--- src/rtl/overlay_pixel_mixer_if.sv ---
// ============================================================================
// Module  : overlay_pixel_mixer_if
// Brief   : Overlay pixel stream from the DDR reader into the mixer FIFO.
// Revision: 1.0
// ============================================================================
`default_nettype none

interface overlay_pixel_mixer_if;
    logic [23:0] pixelIn;
    logic        pixelSof;
    logic        pixelValid;
    logic        pixelReady;

    modport master (output pixelIn, pixelSof, pixelValid, input pixelReady);
    modport slave  (input pixelIn, pixelSof, pixelValid, output pixelReady);
endinterface

`default_nettype wire

--- src/rtl/overlay_pixel_mixer.sv ---
// ============================================================================
// Module  : overlay_pixel_mixer
// Brief   : FIFO-buffered overlay window mixer onto the HDMI pixel bus, 2-clock
//           latency. Optional macro CHROMA_KEY_EN makes KEY_COLOUR transparent.
// Revision: 1.0
// ============================================================================
`default_nettype none

module overlay_pixel_mixer #(
    parameter int          hBusWidth        = 12,
    parameter int          vBusWidth        = 12,
    parameter int          ovlWidth         = 640,
    parameter int          ovlHeight        = 480,
    parameter int          FIFO_DEPTH       = 16,
    parameter logic [23:0] BG_COLOUR        = 24'h000000,
    parameter logic [23:0] UNDERFLOW_COLOUR = 24'hFF00FF,
    parameter logic [23:0] KEY_COLOUR       = 24'h00FF00
) (
    input  logic                 clock,
    input  logic                 masterReset_n,
    input  logic [hBusWidth-1:0] hCount,
    input  logic [vBusWidth-1:0] vCount,
    input  logic                 deIn,
    input  logic                 frameStart,
    input  logic [hBusWidth-1:0] xStart,
    input  logic [vBusWidth-1:0] yStart,
    overlay_pixel_mixer_if.slave pix,
    input  logic                 clearUnderflow,
    output logic [23:0]          dataOut,
    output logic                 deOut,
    output logic                 underflow
);

    localparam int AW   = (FIFO_DEPTH > 1) ? $clog2(FIFO_DEPTH) : 1;
    localparam int CW   = AW + 1;
    localparam int NPIX = ovlWidth * ovlHeight;
    localparam int PCW  = (NPIX > 1) ? $clog2(NPIX) : 1;
    localparam logic [CW-1:0]  c_DEPTH = CW'(FIFO_DEPTH);
    localparam logic [PCW-1:0] c_LAST  = PCW'(NPIX - 1);

    typedef enum logic [1:0] {
        WAIT_SOF = 2'd0,
        ACTIVE   = 2'd1,
        FLUSH    = 2'd2
    } state_t;

    state_t               r_state;
    state_t               w_nextState;
    logic [24:0]          r_mem [FIFO_DEPTH];
    logic [AW-1:0]        r_wrPtr;
    logic [AW-1:0]        r_rdPtr;
    logic [CW-1:0]        r_count;
    logic                 r_rstDone;
    logic [hBusWidth-1:0] r_xS;
    logic [vBusWidth-1:0] r_yS;
    logic [PCW-1:0]       r_pixCnt;
    logic [23:0]          r_s1Data;
    logic                 r_s1De;
    logic [23:0]          r_dataOut;
    logic                 r_deOut;
    logic                 r_underflow;

    logic                 w_empty;
    logic                 w_ready;
    logic [24:0]          w_head;
    logic [hBusWidth:0]   w_xEnd;
    logic [vBusWidth:0]   w_yEnd;
    logic                 w_inWin;
    logic                 w_popReq;
    logic                 w_underEvt;
    logic                 w_winPop;
    logic                 w_badSof;
    logic                 w_consume;
    logic                 w_keyHit;
    logic                 w_discard;
    logic                 w_latch;
    logic                 w_push;
    logic                 w_pop;
    logic [23:0]          w_s1Next;

    assign w_empty        = (r_count == '0);
    assign w_ready        = r_rstDone && (r_count < c_DEPTH);
    assign w_head         = r_mem[r_rdPtr];
    assign pix.pixelReady = w_ready;

    // One extra bit on the window end so a window touching the counter limit cannot wrap.
    assign w_xEnd  = {1'b0, r_xS} + (hBusWidth+1)'(ovlWidth - 1);
    assign w_yEnd  = {1'b0, r_yS} + (vBusWidth+1)'(ovlHeight - 1);
    assign w_inWin = deIn && !frameStart
                  && ({1'b0, hCount} >= {1'b0, r_xS}) && ({1'b0, hCount} <= w_xEnd)
                  && ({1'b0, vCount} >= {1'b0, r_yS}) && ({1'b0, vCount} <= w_yEnd);

    assign w_popReq   = w_inWin && (r_state == ACTIVE);
    assign w_underEvt = w_popReq && w_empty;
    assign w_winPop   = w_popReq && !w_empty;
    // A start-of-image beat mid-image is left in the FIFO so the next image stays intact.
    assign w_badSof   = w_winPop && w_head[24] && (r_pixCnt != '0);
    assign w_consume  = w_winPop && !w_badSof;
    assign w_pop      = w_consume || w_discard;

`ifdef CHROMA_KEY_EN
    assign w_keyHit = (w_head[23:0] == KEY_COLOUR);
`else
    assign w_keyHit = (w_head[23:0] == KEY_COLOUR) & 1'b0;
`endif

    always_comb begin
        w_nextState = r_state;
        w_discard   = 1'b0;
        w_latch     = 1'b0;
        w_push      = pix.pixelValid && w_ready;
        case (r_state)
            WAIT_SOF: begin
                w_discard = !w_empty && !w_head[24];
                if (frameStart) begin
                    w_latch     = 1'b1;
                    w_nextState = ACTIVE;
                end
            end
            ACTIVE: begin
                if (frameStart || w_badSof) begin
                    w_nextState = FLUSH;
                end else if (w_winPop && (r_pixCnt == c_LAST)) begin
                    w_nextState = WAIT_SOF;
                end
            end
            FLUSH: begin
                if (!w_empty && w_head[24]) begin
                    w_nextState = WAIT_SOF;
                end else begin
                    w_discard = !w_empty;
                    if (w_push && pix.pixelSof) begin
                        w_nextState = WAIT_SOF;
                    end else begin
                        w_push = 1'b0;
                    end
                end
            end
            default: w_nextState = WAIT_SOF;
        endcase
    end

    always_comb begin
        w_s1Next = BG_COLOUR;
        if (w_consume) begin
            w_s1Next = w_keyHit ? BG_COLOUR : w_head[23:0];
        end else if (w_underEvt || w_badSof) begin
            w_s1Next = UNDERFLOW_COLOUR;
        end
    end

    always_ff @(posedge clock or negedge masterReset_n) begin
        if (!masterReset_n) begin
            r_state <= WAIT_SOF;
        end else begin
            r_state <= w_nextState;
        end
    end

    always_ff @(posedge clock) begin
        if (w_push) begin
            r_mem[r_wrPtr] <= {pix.pixelSof, pix.pixelIn};
        end
    end

    always_ff @(posedge clock or negedge masterReset_n) begin
        if (!masterReset_n) begin
            r_wrPtr     <= '0;
            r_rdPtr     <= '0;
            r_count     <= '0;
            r_rstDone   <= 1'b0;
            r_xS        <= '0;
            r_yS        <= '0;
            r_pixCnt    <= '0;
            r_s1Data    <= BG_COLOUR;
            r_s1De      <= 1'b0;
            r_dataOut   <= BG_COLOUR;
            r_deOut     <= 1'b0;
            r_underflow <= 1'b0;
        end else begin
            r_rstDone <= 1'b1;
            if (w_push) r_wrPtr <= r_wrPtr + 1'b1;
            if (w_pop)  r_rdPtr <= r_rdPtr + 1'b1;
            r_count <= r_count + CW'(w_push) - CW'(w_pop);
            if (w_latch) begin
                r_xS     <= xStart;
                r_yS     <= yStart;
                r_pixCnt <= '0;
            end else if (w_consume) begin
                r_pixCnt <= (r_pixCnt == c_LAST) ? '0 : r_pixCnt + 1'b1;
            end
            r_s1Data  <= w_s1Next;
            r_s1De    <= deIn;
            r_dataOut <= r_s1Data;
            r_deOut   <= r_s1De;
            if (w_underEvt || w_badSof) begin
                r_underflow <= 1'b1;
            end else if (clearUnderflow) begin
                r_underflow <= 1'b0;
            end
        end
    end

    assign dataOut   = r_dataOut;
    assign deOut     = r_deOut;
    assign underflow = r_underflow;

endmodule

`default_nettype wire

--- src/flat_wrapper.sv ---
// flat-port wrapper written by rule: the top's interface ports become plain ports
module overlay_pixel_mixer_flat 
#(
    parameter int          hBusWidth        = 12,
    parameter int          vBusWidth        = 12,
    parameter int          ovlWidth         = 640,
    parameter int          ovlHeight        = 480,
    parameter int          FIFO_DEPTH       = 16,
    parameter logic [23:0] BG_COLOUR        = 24'h000000,
    parameter logic [23:0] UNDERFLOW_COLOUR = 24'hFF00FF,
    parameter logic [23:0] KEY_COLOUR       = 24'h00FF00
)
  (clock, masterReset_n, hCount, vCount, deIn, frameStart, xStart, yStart, clearUnderflow, dataOut, deOut, underflow, pix_pixelIn, pix_pixelSof, pix_pixelValid, pix_pixelReady);
  overlay_pixel_mixer_if pix_i ();
  input  logic clock;
  input  logic masterReset_n;
  input  logic [hBusWidth-1:0] hCount;
  input  logic [vBusWidth-1:0] vCount;
  input  logic deIn;
  input  logic frameStart;
  input  logic [hBusWidth-1:0] xStart;
  input  logic [vBusWidth-1:0] yStart;
  input  logic clearUnderflow;
  output logic [23:0] dataOut;
  output logic deOut;
  output logic underflow;
  input wire logic [$bits(pix_i.pixelIn)-1:0] pix_pixelIn;
  input wire logic [$bits(pix_i.pixelSof)-1:0] pix_pixelSof;
  input wire logic [$bits(pix_i.pixelValid)-1:0] pix_pixelValid;
  output wire logic [$bits(pix_i.pixelReady)-1:0] pix_pixelReady;
  assign pix_i.pixelIn = pix_pixelIn;
  assign pix_i.pixelSof = pix_pixelSof;
  assign pix_i.pixelValid = pix_pixelValid;
  assign pix_pixelReady = pix_i.pixelReady;
  overlay_pixel_mixer #(.hBusWidth(hBusWidth), .vBusWidth(vBusWidth), .ovlWidth(ovlWidth), .ovlHeight(ovlHeight), .FIFO_DEPTH(FIFO_DEPTH), .BG_COLOUR(BG_COLOUR), .UNDERFLOW_COLOUR(UNDERFLOW_COLOUR), .KEY_COLOUR(KEY_COLOUR)) u_core (.clock(clock), .masterReset_n(masterReset_n), .hCount(hCount), .vCount(vCount), .deIn(deIn), .frameStart(frameStart), .xStart(xStart), .yStart(yStart), .pix(pix_i), .clearUnderflow(clearUnderflow), .dataOut(dataOut), .deOut(deOut), .underflow(underflow));
endmodule
--- config.mk ---
export PLATFORM = sky130hd
export DESIGN_NAME = overlay_pixel_mixer_flat
export DESIGN_NICKNAME = d
export VERILOG_FILES = /design/src/rtl/overlay_pixel_mixer_if.sv /design/src/rtl/overlay_pixel_mixer.sv /design/src/flat_wrapper.sv
export SDC_FILE = /design/constraint.sdc
export NUM_CORES = 1
export LEC_CHECK = 0
export CAP_MARGIN = 30
export CORE_MARGIN = 10
export CORE_UTILIZATION = 51
export CTS_BUF_LIST = sky130_fd_sc_hd__clkbuf_8
export DETAILED_ROUTE_END_ITERATION = 8
export PLACE_DENSITY = 0.66
export RECOVER_POWER = 100
export SYNTH_ARGS = -nofsm -noshare
export SYNTH_HDL_FRONTEND = slang
export SYNTH_SLANG_ARGS = --single-unit
--- constraint.sdc ---
create_clock -name clock -period 7 [get_ports clock]
set_clock_uncertainty 0.15 [all_clocks]
set_input_delay 1.75 -clock clock [delete_from_list [all_inputs] [get_ports clock]]
set_output_delay 1.75 -clock clock [all_outputs]
set_load 0.005 [all_outputs]
==> results of run 1 <==
through the flow:
stage               util [%]  worst slack (ps)  instances
finish                 59.79              1091       2012
global route           59.79             858.8       2011
CTS                    60.26              1948       2010
detailed placement     56.29              1296       1855
global placement       56.18             870.3       1850
floorplan                  -              1545       1236
registers in the layout (all words and copies together), names as in the netlist, 2 cells and up:
name and cells:
u_core.r_s1Data 24, u_core.r_yS 12, u_core.r_count 5, u_core.r_pixCnt 19, u_core.r_wrPtr 4, u_core.r_xS 12
u_core.r_state 2, u_core.dataOut 24, u_core.r_rdPtr 4, u_core.r_mem 400
area by class of cell:
class / count / area [sq um]
diodes: 1 / 2.502
clock buffers: 97 / 1335
clock inverters: 58 / 290.3
fillers: 3153 / 16450
inverters: 49 / 183.9
multi-input cells: 626 / 5996
flip-flops and latches: 510 / 14770
well taps: 532 / 665.6
repair buffers: 139 / 1224
critical path: stages:
cell and delay, ps:
dlygate4sd3_1 970, nor2_1 130, nand2_1 100, nand2_1 310, nor2_1 2110, clkbuf_1 620
final timing paths:
check                             startpoint                    to  cells past startpoint
setup reg to reg           u_core.r_rdPtr[0]  u_core.r_mem[12][14]                      8
hold / removal                 u_core.r_s1De          u_core.deOut                      0
min in group asynchronous      masterReset_n    u_core.r_pixCnt[4]                      1
setup / recovery                pix_pixelSof  u_core.r_mem[12][14]                      6
max in group asynchronous      masterReset_n   u_core.r_s1Data[22]                      2
hold reg to reg                u_core.r_s1De          u_core.deOut                      0
report_power, final:
part / total, mW / internal [mW] / switching (mW)
sequential: 3.75 / 3.49 / 0.259
clock: 2.47 / 1.31 / 1.17
combinational: 2.83 / 1.33 / 1.50
routing by layer:
metal | vias up | share of wire, % | track usage (%) | wire length, um
met5 | - | 0.064 | 0 | 30
met4 | 6 | 2.1 | 5.689 | 966
met3 | 87 | 5.1 | 3.790 | 2373
met2 | 318 | 48 | 29.63 | 22660
met1 | 5971 | 44 | 25.09 | 20740
li1 | 5248 | - | - | -
kinds of logic after synthesis:
group           after synthesis
xor+xnor                     31
simple gates                242
mux                         134
flops                       510
buf+inv                     100
compound gates              154
other cells                   1
fa+ha+maj                    64
layout by cell type, fill, tap and decap left out, types with 5 or more instances in the layout:
cell type | Yosys | final
a211oi_1 | 15 | 15
a21o_1 | 10 | 10
a21oi_1 | 20 | 20
a31oi_1 | 9 | 10
and3_1 | 8 | 8
buf_4 | 3 | 7
clkbuf_1 | 29 | 26
clkbuf_8 | 0 | 97
clkdlybuf4s50_1 | 0 | 49
dfrtp_1 | 110 | 107
dlygate4sd3_1 | 0 | 55
edfxtp_1 | 400 | 400
ha_1 | 63 | 63
inv_1 | 48 | 95
mux2i_1 | 29 | 29
mux4_2 | 104 | 104
nand2_1 | 65 | 65
nand3_1 | 27 | 27
nand4_1 | 13 | 13
nor2_1 | 60 | 60
nor3_1 | 19 | 18
o21ai_0 | 39 | 39
o221ai_1 | 12 | 12
o22ai_1 | 8 | 8
o31ai_1 | 6 | 6
or3_1 | 8 | 8
xnor2_1 | 26 | 26
xor2_1 | 5 | 5
==> impl_metrics.csv, run 1 <==
group,metric,value,unit
clock_network,clock_latency,630,ps
cells_and_area,final_layout_size_suffix_gt1_share,16.09,%
clock_network,htree_levels,3,
sta,finalHoldViolCount,0,
die,ioPinCount,106,
clock_network,cts.sinks,510,
detailed_routing,dr.pass1.iters,5,
yosys,synth-warning-count,0,
sta,max_slew_margin,-158.4,%
yosys,synth.cell_area,21170,sq um
sta,fin_crit,5909,ps
sta,finalCritPeriodShare,84.41,%
placed_design,routabilityCongestion,0.8864,
yosys,post_synth_num_cell_types,72,
cells_and_area,nets,1554,
yosys,synth_mux_area_share,12.49,%
yosys,synth_top_family_by_area,"multiplexers",
sta,tightest_slew,3876,ps
clock_network,clk_pin_slew,60,ps
yosys,synth_compound_area_share,4.948,%
sta,rsz0062_at_grt,"false",
yosys,synth_nets,1379,
critical_path,required,7110,ps
die,design.core.area,40920,sq um
clock_network,cts-buffers-inserted,85,
yosys,synth_top_area_share,56.75,%
yosys,syn-instance-count,1236,
die,die-height,223.7,um
clock_network,post_cts_resized,0,
clock_network,max-clock-path-buffers,3,
yosys,async_flop_share,21.57,%
yosys,yosys.area_share.simple,5.758,%
sta,setup_violations,0,
placed_design,io_buffers,105,
detailed_routing,route.detailed.drc,0,
detailed_routing,post_drt_wl_per_cell,23.25,um
global_route,grt_pass1_wl,71180,um
sta,slew_viol_final,391,
clock_network,clockRootBuffer,"clkbuf_8",
power_and_ir_drop,max-vdd-ir-drop,187.6,uV
job,drv_cap,14,
power_and_ir_drop,power,9.059,mW
die,start_util,51.72,%
power_and_ir_drop,power_density,370.2,nW/um^2
yosys,synthXorXnorAreaFrac,1.283,%
critical_path,rrSetupSlack,1340,ps
power_and_ir_drop,p_leak,8.919,nW
global_route,grt_max_degree,67,
detailed_routing,vias_per_cell,5.780,
yosys,synth_seq_cells,510,
global_route,antenna_found_initial,4,
yosys,ys_top_cells_by_area,"edfxtp_1, dfrtp_1, mux4_2, ha_1, mux2i_1",
detailed_routing,drt_wl_total,46770,um
yosys,synth_top_area_cell,"edfxtp_1",
clock_network,post-cts-setup-buffers,0,
critical_path,crit_path_end_kind,"flop",
critical_path,crit_type,"input port to flop",
global_route,grt_use_total,18.48,%
critical_path,cp-start-kind,"input port",
global_route,grt_pass1_vias,11954,
yosys,synth_top_flop_cell,"edfxtp_1",
yosys,synth_adder_area_share,3.819,%
critical_path,cp_max_fo,19,
min_path,worstHoldPathType,"flop to flop",
die,num_rows,74,
status,status,"finished, violations left",
yosys,yosysMostFrequentCell,"edfxtp_1",
sta,tns,0,ps
status,violations,"capacitance limit, slew limit",
cells_and_area,stdcell_area,24470,sq um
detailed_routing,drtIter0Drc,1063,
clock_network,cts_tree,"built",
yosys,synthTopCellsByCount,"edfxtp_1, dfrtp_1, mux4_2, nand2_1, ha_1",
die,dieArea,50050,sq um
detailed_routing,postRouteAntennaNets,0,
yosys,avgSynthCellArea,17.13,sq um
sta,hold_ws,186.6,ps
die,die_x,223.7,um
yosys,synth_edf_count,400,
sta,max_clock_freq,0.1692,GHz
clock_network,hold_buffers,0,
cells_and_area,syn_to_final_growth,15.61,%
critical_path,cp.arrival,6020,ps
placed_design,hpwlAfterDp,27260,um
detailed_routing,num_vias,11630,
placed_design,dpl-instance-area,23040,sq um
yosys,seq_area_frac_synth,69.75,%
global_route,grt-ovfl-total,0,
(Power assumes the default switching activity.)
==> run 2: changes to the inputs <==
==> constraint.sdc (replaced) <==
create_clock -name clock -period 5.8 [get_ports clock]
set_clock_uncertainty 0.15 [all_clocks]
set_input_delay 1.45 -clock clock [delete_from_list [all_inputs] [get_ports clock]]
set_output_delay 1.45 -clock clock [all_outputs]
set_load 0.005 [all_outputs]
==> impl_metrics.csv, run 2 (synthesis results as in run 1) <==
group,metric,value,unit
status,violations,"capacitance limit, slew limit",
detailed_routing,drt_wl_total,46480,um
clock_network,max-clock-path-buffers,3,
critical_path,crit_chain,"inv_1 > ha_1 > nor3b_1 > a41oi_1 > xnor2_1 > ha_1 > nand3_1 > nor4_1 > a311oi_1 > o41ai_1 > clkbuf_1 > nand3_1 > o21ai_0 > o21ai_0",
critical_path,cp-start-kind,"flop",
cells_and_area,stdcell_area,24560,sq um
cells_and_area,multi_input_area,5992,sq um
cells_and_area,fin_cells,2011,
detailed_routing,drtIter0Drc,895,
critical_path,required,6110,ps
sta,finalCritPeriodShare,87.84,%
clock_network,htree_levels,3,
sta,setup_violations,0,
power_and_ir_drop,power_density,450.6,nW/um^2
critical_path,crit_path_end_kind,"flop",
die,num_rows,74,
status,status,"finished, violations left",
die,start_util,51.72,%
detailed_routing,num_vias,11681,
sta,fin_crit,5095,ps
die,ioPinCount,106,
sta,fin_ws,705.2,ps
cells_and_area,syn_to_final_growth,16.02,%
cells_and_area,largest_reg_flops,400,
placed_design,io_buffers,105,
critical_path,cp.arrival,5410,ps
cells_and_area,fin_util,60.01,%
sta,slew_viol_final,249,
detailed_routing,post_drt_wl_per_cell,23.11,um
clock_network,cts-buffers-inserted,84,
global_route,grt-ovfl-total,0,
cells_and_area,fill_cells,3132,
sta,max_slew_margin,-54.83,%
clock_network,post_cts_resized,0,
placed_design,dpl_worst_slack,519.5,ps
global_route,grt_pass1_wl,72310,um
clock_network,hold_buffers,0,
job,drv_cap,10,
die,design.core.area,40920,sq um
power_and_ir_drop,p_leak,8.930,nW
sta,tightest_slew,2322,ps
power_and_ir_drop,max-vdd-ir-drop,284.7,uV
sta,finalHoldViolCount,0,
critical_path,cp_max_fo,21,
clock_network,cts.sinks,510,
clock_network,clock_latency,640,ps
placed_design,routabilityCongestion,0.8805,
critical_path,max_stage_delay,920,ps
global_route,grt_pass1_vias,12215,
clock_network,cts_tree,"built",
placed_design,dp_cells,1855,
critical_path,rrSetupSlack,710,ps
placed_design,dpl-instance-area,23030,sq um
sta,max_clock_freq,0.1963,GHz
cells_and_area,final_layout_size_suffix_gt1_share,16.97,%
critical_path,crit_type,"flop to flop",
cells_and_area,final_cell_mix,"edfxtp_1, dfrtp_1, mux4_2",
clock_network,clockRootBuffer,"clkbuf_8",
placed_design,hpwlAfterDp,27730,um
die,die_x,223.7,um
cells_and_area,nets,1553,
die,dieArea,50050,sq um
detailed_routing,postRouteAntennaNets,0,
critical_path,crit_path_top_delay_cell,"nand3_1",
cells_and_area,top_register,"u_core.r_mem",
cells_and_area,ff_latch_area,14770,sq um
cells_and_area,layout_commonest_cell,"edfxtp_1",
clock_network,clk_pin_slew,60,ps
global_route,grt_max_degree,71,
sta,tns,0,ps
detailed_routing,dr.pass1.iters,6,
min_path,worstHoldPathType,"flop to flop",
die,die-height,223.7,um
detailed_routing,route.detailed.drc,0,
cells_and_area,n_antenna_cell,0,
sta,rsz0062_at_grt,"false",
clock_network,post-cts-setup-buffers,0,
detailed_routing,vias_per_cell,5.809,
global_route,grt_use_total,18.68,%
global_route,antenna_found_initial,4,
## run 2: cell types whose count changed in the layout (fill, tap and decap cells not counted), moves of 3 or more
cell / before / now
clkbuf_1: 26 / 19
clkbuf_2: 1 / 5
clkbuf_8: 97 / 103
clkinv_1: 2 / 12
clkinv_2: 3 / 6
inv_1: 95 / 77
## run 2: worst paths after layout
check                              startpoint             endpoint  cells past startpoint
max                            u_core.r_xS[0]  u_core.r_pixCnt[13]                     14
min                        u_core.r_s1Data[3]    u_core.dataOut[3]                      0
max reg2reg                    u_core.r_xS[0]  u_core.r_pixCnt[13]                     14
min reg2reg                u_core.r_s1Data[3]    u_core.dataOut[3]                      0
max in group asynchronous       masterReset_n       u_core.r_xS[3]                      2
min in group asynchronous       masterReset_n   u_core.r_pixCnt[4]                      1
## run 2: routing by layer
layer / share of wire, % / global-route usage (%) / up-vias / routed length [um]
met1: 43 / 24.88 / 5969 / 20000
li1: - / - / 5249 / -
met3: 6.3 / 4.402 / 80 / 2948
met4: 1.8 / 5.667 / 6 / 832
met2: 49 / 30.09 / 377 / 22670
met5: 0.062 / 0 / - / 29
## run 2: stage by stage
step / hold WS, ps / power (mW)
2_1_floorplan: 181.2 / 7.094
3_3_place_gp: 183.7 / 8.053
3_5_place_dp: 185.5 / 8.101
4_1_cts: 181.9 / 11.24
5_1_grt: 202.7 / 11.73
6_report: 183.1 / 11.07
## run 2: worst max-delay path, delay by kind of cell, from the launching register on
family,cells,cell delay (ps)
buffers and inverters,2,350
and+or+nand+nor,4,1750
DFF,1,400
AOI/OAI and AO/OA,5,1530
xor gates and xnor gates,1,200
adders and majority gates,2,520
## run 2: final cells by class
| cell class | count | area share (%) |
|---|---|---|
| Inverter | 49 | 0.7490 |
| Multi-Input combinational cell | 626 | 24.40 |
| Sequential cell | 510 | 60.14 |
| Clock inverter | 52 | 1.192 |
| Clock buffer | 103 | 5.773 |
| Timing Repair Buffer | 139 | 5.034 |
| Tap cell | 532 | 2.711 |
## run 2: report_power, final
group | switching, mW | internal (mW) | leakage (nW)
registers | 0.278 | 4.21 | 5.03
logic | 1.86 | 1.60 | 2.91
clock network | 1.42 | 1.70 | 0.989
==> edit, RTL diff (flow settings as in run 1) <==
`FIFO_DEPTH` is set to 16 in 2 places; all go to 8.
--- a/src/rtl/overlay_pixel_mixer.sv
+++ b/src/rtl/overlay_pixel_mixer.sv
@@ -11,7 +11,7 @@
     parameter int          vBusWidth        = 12,
     parameter int          ovlWidth         = 640,
     parameter int          ovlHeight        = 480,
-    parameter int          FIFO_DEPTH       = 16,
+    parameter int          FIFO_DEPTH       = 8,
     parameter logic [23:0] BG_COLOUR        = 24'h000000,
     parameter logic [23:0] UNDERFLOW_COLOUR = 24'hFF00FF,
     parameter logic [23:0] KEY_COLOUR       = 24'h00FF00
--- a/src/flat_wrapper.sv
+++ b/src/flat_wrapper.sv
@@ -5,7 +5,7 @@
     parameter int          vBusWidth        = 12,
     parameter int          ovlWidth         = 640,
     parameter int          ovlHeight        = 480,
-    parameter int          FIFO_DEPTH       = 16,
+    parameter int          FIFO_DEPTH       = 8,
     parameter logic [23:0] BG_COLOUR        = 24'h000000,
     parameter logic [23:0] UNDERFLOW_COLOUR = 24'hFF00FF,
     parameter logic [23:0] KEY_COLOUR       = 24'h00FF00
Behaviour: not the same (Yosys sat finds a counterexample within 10 cycles, from zero or initial values and one cycle with masterReset_n low).
==> edit against run 1 <==
The run still ends with max-capacitance violations, max-slew violations left. Largest power group unchanged. Wire length shrank 44%. Critical path type is now flop to flop. Critical endpoint is now u_core.r_count[3]. Global-route usage shrank 2.6 points. First-iteration DRC count shrank 56%. Core utilization grew 2.0 points. Combinational power shrank 39%. Setup slack gained 170 ps. Power shrank 38%. Area after synthesis shrank 38%. Fmax grew 2.9%. Sequential cell count shrank 203. Cell area shrank 36%. Critical path depth grew 7.
==> edit: results (changes against run 1) <==
post-synth cell types -> 63 (was 72)
layout cell share with drive strength beyond 1 -> 13.4% (was 16.1%)
M3 GR Usage -> 3.15% (was 3.79%)
Global Route Usage Sum -> 15.9% (was 18.5%)
hold slack final -> 196 ps (was 187 ps)
first-pass GRT wire length -> 42100 um (was 71200 um)
Post-synth top cells -> edfxtp_1 (200), dfrtp_1 (107), ha_1 (59), nand2_1 (59), mux4_2 (50) (was edfxtp_1 (400), dfrtp_1 (110), mux4_2 (104), nand2_1 (65), ha_1 (63))
Syn Inst Count -> 861 (was 1236)
proportion of synthesized area in mux cells -> 10.7% (was 12.5%)
Seq/Total Area, Yosys -> 66.2% (was 69.8%)
Antenna Cells -> 0 (was 1)
Vias/cell -> 5.54 (was 5.78)
Worst Tran Pin Value -> 2940 ps (was 3880 ps)
status -> complete, but fails checks (unchanged)
hold_sp -> u_core.r_s1Data[12] (was u_core.r_s1De)
# nets final -> 1139 (was 1554)
Worst-Skew Late Latency -> 560 ps (was 630 ps)
Critical Path AT -> 6080 ps (was 6020 ps)
power share of the combinational group -> 31.1% (was 31.3%)
routed via count -> 7596 (was 11600)
TritonRoute pass-1 iters -> 4 (was 5)
max reg flops -> 200 (was 400)
max_cap viols -> 3 (was 14)
Hold Crit Endpoint -> u_core.dataOut[12] (was u_core.deOut)
Synth area leaders -> edfxtp_1 (46%), dfrtp_1 (20%), mux4_2 (8.6%) (was edfxtp_1 (57%), dfrtp_1 (13%), mux4_2 (11%))
Met3 Wirelength -> 1110 um (was 2370 um)
Placer Congestion -> 0.851 (was 0.886)
Leakage Power -> 6.16 nW (was 8.92 nW)
clock-net power -> 1.61 mW (was 2.47 mW)
reg2reg path depth -> 13 (was 8)
met2 wire length -> 13000 um (was 22700 um)
Max Slew Vio Count -> 134 (was 391)
Worst R2R Start -> u_core.r_rdPtr[1] (was u_core.r_rdPtr[0])
CTS HTree Levels -> 2 (was 3)
violated checks -> max-capacitance violations, max-slew violations (unchanged)
Compound-Gate Fraction of Synth Area -> 6.40% (was 4.95%)
Detail Placement HPWL -> 16300 um (was 27300 um)
GRT met2 Usage -> 27.0% (was 29.6%)
syn_nets -> 1000 (was 1379)
number of buffers created by CTS -> 50 (was 85)
Critical Path Max Stage Delay -> 2070 ps (was 2110 ps)
[edit: cell count changes after synthesis, sizes merged, moves of 15 or more]
| cell | before | now |
|---|---|---|
| nand3 | 28 | 13 |
| a21oi | 20 | 43 |
| edfxtp | 400 | 200 |
| buf | 22 | 7 |
| nor2 | 60 | 34 |
| mux4 | 104 | 50 |
[edit: worst max path at each step]
stage                       from            endpoint  slack, ps  cells after the start
2_1_floorplan          hCount[2]   u_core.r_count[3]       2140                     13
3_3_place_gp           hCount[0]   u_core.r_count[3]       1430                     15
3_5_place_dp           hCount[0]   u_core.r_count[3]       1380                     15
4_1_cts                hCount[0]   u_core.r_count[3]       1970                     15
5_1_grt        u_core.r_rdPtr[1]  u_core.r_mem[7][3]        850                      8
6_report       u_core.r_rdPtr[1]   u_core.r_count[3]       1260                     13
[edit: final cells by class]
class,count,area [um2]
sequential,307,8690
tap,330,413
fill,1964,9640
multi-input combinational,478,4140
timing repair buffer,122,1160
clock inverter,40,324
inverter,41,154
clock buffer,54,743
